### config.mk
export PLATFORM = sky130hd
export DESIGN_NAME = pipe_stage_reg
export DESIGN_NICKNAME = d
export VERILOG_FILES = /design/src/rtl/pipe_stage_reg.sv
export SDC_FILE = /design/constraint.sdc
export NUM_CORES = 1
export LEC_CHECK = 0
export CAP_MARGIN = 20
export CORE_ASPECT_RATIO = 2
export CORE_MARGIN = 5
export CORE_UTILIZATION = 28
export DETAILED_ROUTE_END_ITERATION = 8
export PLACE_DENSITY = 0.52
export SKIP_LAST_GASP = 1
export SLEW_MARGIN = 15
export SYNTH_ARGS = -nofsm -noshare
export SYNTH_HDL_FRONTEND = slang
export SYNTH_SLANG_ARGS = --single-unit
### constraint.sdc
create_clock -name CLK -period 2.3 [get_ports CLK]
set_input_delay 0.46 -clock CLK [delete_from_list [all_inputs] [get_ports CLK]]
set_output_delay 0.46 -clock CLK [all_outputs]
set_load 0.01 [all_outputs]
### src/rtl/pipe_stage_reg.sv
// pipe_stage_reg: inter-stage pipeline register with valid/ready handshake,
// optional 2-entry skid buffer, synchronous flush and saturating stall counter.
module pipe_stage_reg #(
  parameter int WIDTH = 96,
  parameter bit SKID = 1'b1,
  parameter int CNT_W = 16
) (
  input  logic             CLK,
  input  logic             nRST,
  input  logic             flush,
  input  logic             in_valid,
  output logic             in_ready,
  input  logic [WIDTH-1:0] in_data,
  output logic             out_valid,
  input  logic             out_ready,
  output logic [WIDTH-1:0] out_data,
  output logic [CNT_W-1:0] stall_cnt
);

  logic             main_v;
  logic [WIDTH-1:0] main_d;
  logic             acc;
  logic             pop;

  assign acc       = in_valid && in_ready;
  assign pop       = main_v && out_ready;
  assign out_valid = main_v;
  assign out_data  = main_d;

  generate
    if (SKID) begin : g_skid
      logic             skid_v;
      logic [WIDTH-1:0] skid_d;

      // ready depends only on state, never on out_ready
      assign in_ready = !skid_v;

      always_ff @(posedge CLK or negedge nRST) begin
        if (!nRST) begin
          main_v <= 1'b0;
          main_d <= '0;
          skid_v <= 1'b0;
          skid_d <= '0;
        end else if (flush) begin
          main_v <= 1'b0;
          main_d <= '0;
          skid_v <= 1'b0;
          skid_d <= '0;
        end else if (pop) begin
          if (skid_v) begin
            main_d <= skid_d;
            if (acc) begin
              skid_d <= in_data;
            end else begin
              skid_v <= 1'b0;
              skid_d <= '0;
            end
          end else begin
            main_v <= acc;
            main_d <= acc ? in_data : '0;
          end
        end else if (acc) begin
          if (!main_v) begin
            main_v <= 1'b1;
            main_d <= in_data;
          end else begin
            skid_v <= 1'b1;
            skid_d <= in_data;
          end
        end
      end

      a_skid_main: assert property (
        @(posedge CLK) disable iff (!nRST) skid_v |-> main_v);
    end else begin : g_noskid
      assign in_ready = !main_v || out_ready;

      always_ff @(posedge CLK or negedge nRST) begin
        if (!nRST) begin
          main_v <= 1'b0;
          main_d <= '0;
        end else if (flush) begin
          main_v <= 1'b0;
          main_d <= '0;
        end else if (acc) begin
          main_v <= 1'b1;
          main_d <= in_data;
        end else if (pop) begin
          main_v <= 1'b0;
          main_d <= '0;
        end
      end
    end
  endgenerate

  logic [CNT_W-1:0] one;
  assign one = {{(CNT_W-1){1'b0}}, 1'b1};

  always_ff @(posedge CLK or negedge nRST) begin
    if (!nRST) begin
      stall_cnt <= '0;
    end else if (!flush && main_v && !out_ready && stall_cnt != '1) begin
      stall_cnt <= stall_cnt + one;
    end
  end

  a_bubble_zero: assert property (
    @(posedge CLK) disable iff (!nRST) !out_valid |-> out_data == '0);
  a_no_x: assert property (
    @(posedge CLK) disable iff (!nRST)
    !$isunknown({out_valid, out_data, in_ready, stall_cnt}));

endmodule

==> results.sh <==
export IMPL_status="complete, no violations"
export IMPL_wl_per_cell_um=18.1
export IMPL_critPathSlowestCell="clkdlybuf4s50_1"
export IMPL_power_frac_seq=0.445
export IMPL_synthDistinctLibCells=36
export IMPL_synth_edf_count=0
export IMPL_cts_hold_buf=1
export IMPL_powerDensity_nw_per_um2=735
export IMPL_utilization=0.400
export IMPL_power_leakage_nw=5.98
export IMPL_hold_class="input pin to async pin"
export IMPL_clk_path_buf_depth=3
export IMPL_cts_buffers_inserted=21
export IMPL_ios=215
export IMPL_fillCellCount=3190
export IMPL_post_place_ws_ns=0.0271
export IMPL_placed_cell_area_sq_um=12400
export IMPL_dieArea_sq_um=37000
export IMPL_ys_async_sr_fraction=1.00
export IMPL_max_vdd_ir_drop_v=0.000490
export IMPL_min_period_ns=2.12
export IMPL_r2r_slack_ns=0.43
export IMPL_path_cells="buf_4 -> clkdlybuf4s50_1"
export IMPL_endpoint_kind="output pin"
export IMPL_critPathCapture="out_valid"
export IMPL_post_cts_buffers=0
export IMPL_final_cell_mix="clkdlybuf4s50_1 (213), dfrtp_1 (210), nand2_1 (198)"
export IMPL_r2r_start="stall_cnt[0]$_DFFE_PN0P_"
export IMPL_final_area_sq_um=13100
export IMPL_nNetsFinal=1245
export IMPL_cp_max_fo=9
export IMPL_root_buffer="clkbuf_16"
export IMPL_final_cells=1591
export IMPL_cts_resized=0
export IMPL_antenna_found_initial=1
export IMPL_start_util=0.282
export IMPL_setup_viol=0
export IMPL_area_sequential_sq_um=5260
export IMPL_final_common_cell="clkdlybuf4s50_1"
export IMPL_maxCapViolations=0
export IMPL_reg2reg_to="stall_cnt[5]$_DFFE_PN0P_"
export IMPL_io_buffers=214
export IMPL_area_growth_pct=41.7
export IMPL_synth_nets=1021
export IMPL_ys_flop_type="dfrtp_1"
export IMPL_fin_crit_sh=0.922
export IMPL_drt_initial_drc_count=293
export IMPL_design_core_area_sq_um=32800
export IMPL_track_usage=0.155
export IMPL_switching_power_mw=2.56
export IMPL_grt_pass1_wl_um=45400
export IMPL_dr_pass1_iters=6
export IMPL_htreeDepth=1
export IMPL_finalWirelength_um=28800
export IMPL_slew_headroom=0.713
export IMPL_clk_latency_ns=0.52
export IMPL_grt_pass1_vias=7810
export IMPL_dp_hpwl_um=19800
export IMPL_syn_avg_cell_area_sq_um=10.1
export IMPL_required_ns=1.84
export IMPL_p_comb_frac=0.173
export IMPL_timing_hold_ws_ns=0.436
export IMPL_rr_worst_depth=6
export IMPL_grt_max_degree=63
export IMPL_rsz0062_at_grt="no"
export IMPL_path_clk_slew_ns=0.07
export IMPL_startpoint="out_valid$_DFFE_PN0P_"
export IMPL_p_sw_frac=0.265
export IMPL_setup_tns_final_ns=0
export IMPL_fp_row_count=94
export IMPL_vias=7337
export IMPL_antenna_left=0
export IMPL_drive_gt1_frac=0.0864
export IMPL_fin_total_pwr_mw=9.64
export IMPL_hold_viol=0
export IMPL_finalMaxSlewViolations=0
export IMPL_cts_tree="done"
export IMPL_cp_arrival_ns=1.66
export IMPL_max_stage_delay_ns=0.56
export IMPL_syn_inst=919
export IMPL_cts_sinks=210
export IMPL_yosys_warnings=0
export IMPL_p_int_mw=7.08
export IMPL_grt_ovfl_total=0
export IMPL_fmax_mhz=472
export IMPL_drc=0
export IMPL_power_frac_clock=0.381
export IMPL_postLayoutSetupSlackWorst_ns=0.180
export IMPL_die_h_um=267
export IMPL_path_class="register to output pin"
export IMPL_tightest_slew_ns=0.427
export IMPL_yosysSeqAreaShare=0.568
export IMPL_avgViaCountPerCell=4.61
export IMPL_clock_skew_ns=0.0177
export IMPL_netlist_area_sq_um=9250
export IMPL_synth_seq_cells=210
export IMPL_dieWidth_um=139
export IMPL_place_congestion=0.777
export IMPL_critPathLaunchType="register"
export IMPL_place_inst=1551
export IMPL_multi_input_area_sq_um=3400
==> cell usage after synthesis (2+ instances only) <==
master,n,area [sq um]
and3_1,3,18.8
nand4_1,6,37.5
nor4b_1,2,17.5
clkbuf_1,44,165
buf_1,4,15.0
nand2_1,198,743
o21ai_0,98,490
nand3_1,7,35.0
inv_1,98,368
xnor2_1,7,61.3
xor2_1,7,61.3
a22oi_1,96,721
a21oi_1,4,20.0
dfrtp_1,210,5260
mux2i_1,96,961
or2_2,2,12.5
mux2_2,2,22.5
buf_4,2,15.0
buf_2,14,70.1
nor3_1,2,10.0
nor2b_1,2,12.5
==> layer usage <==
metal,track usage,wire length [um]
met5,0,0
met2,0.290,15600
met4,0.0652,1040
met3,0.0233,1290
met1,0.173,10900
==> cell families after synthesis <==
family          synth area share
compound gates             0.135
fa+ha+maj                0.00135
flops                      0.568
simple gates               0.107
mux                        0.106
buf+inv                   0.0697
xor+xnor                  0.0133
==> state kept, by name, indices dropped and copies added, names as in the netlist <==
| signal | cells |
|---|---|
| stall_cnt | 16 |
| g_skid.skid_d | 96 |
| out_valid | 1 |
| out_data | 96 |
| g_skid.skid_v | 1 |
==> power by group through the flow <==
stage / registers [mW] / clock network (mW) / logic [mW]
2_1_floorplan: 4.40 / 0 / 0.607
3_3_place_gp: 4.36 / 0 / 1.68
3_5_place_dp: 4.36 / 0 / 1.71
4_1_cts: 4.30 / 3.81 / 1.71
5_1_grt: 4.34 / 3.93 / 1.84
6_report: 4.29 / 3.68 / 1.67
==> area by class of cell <==
cell class / count / area share
antenna: 1 / 0.000191
clock buffer: 29 / 0.0454
clock inverter: 9 / 0.00993
inverter: 98 / 0.0281
multi-input combinational: 546 / 0.260
sequential: 210 / 0.401
tap: 432 / 0.0412
timing repair buffer: 266 / 0.215
==> worst min path at each step <==
| stage | endpoint | slack (ns) | cells after the start |
|---|---|---|---|
| after floorplan | g_skid.skid_d[0]$_DFFE_PN0P_ | 0.16 | 0 |
| after global placement | out_data[29]$_DFFE_PN0P_ | 0.40 | 1 |
| after global routing | out_data[30]$_DFFE_PN0P_ | 0.47 | 2 |
| final | out_data[30]$_DFFE_PN0P_ | 0.44 | 2 |
| after CTS | out_data[42]$_DFFE_PN0P_ | 0.44 | 2 |
| after detailed placement | out_data[30]$_DFFE_PN0P_ | 0.40 | 1 |
==> critical path: cells and delay by family, from the launching register on <==
family,cells,cell delay (ns)
buf+inv,2,0.77
flops,1,0.37
No activity file was read; power rests on OpenSTA's default activity.
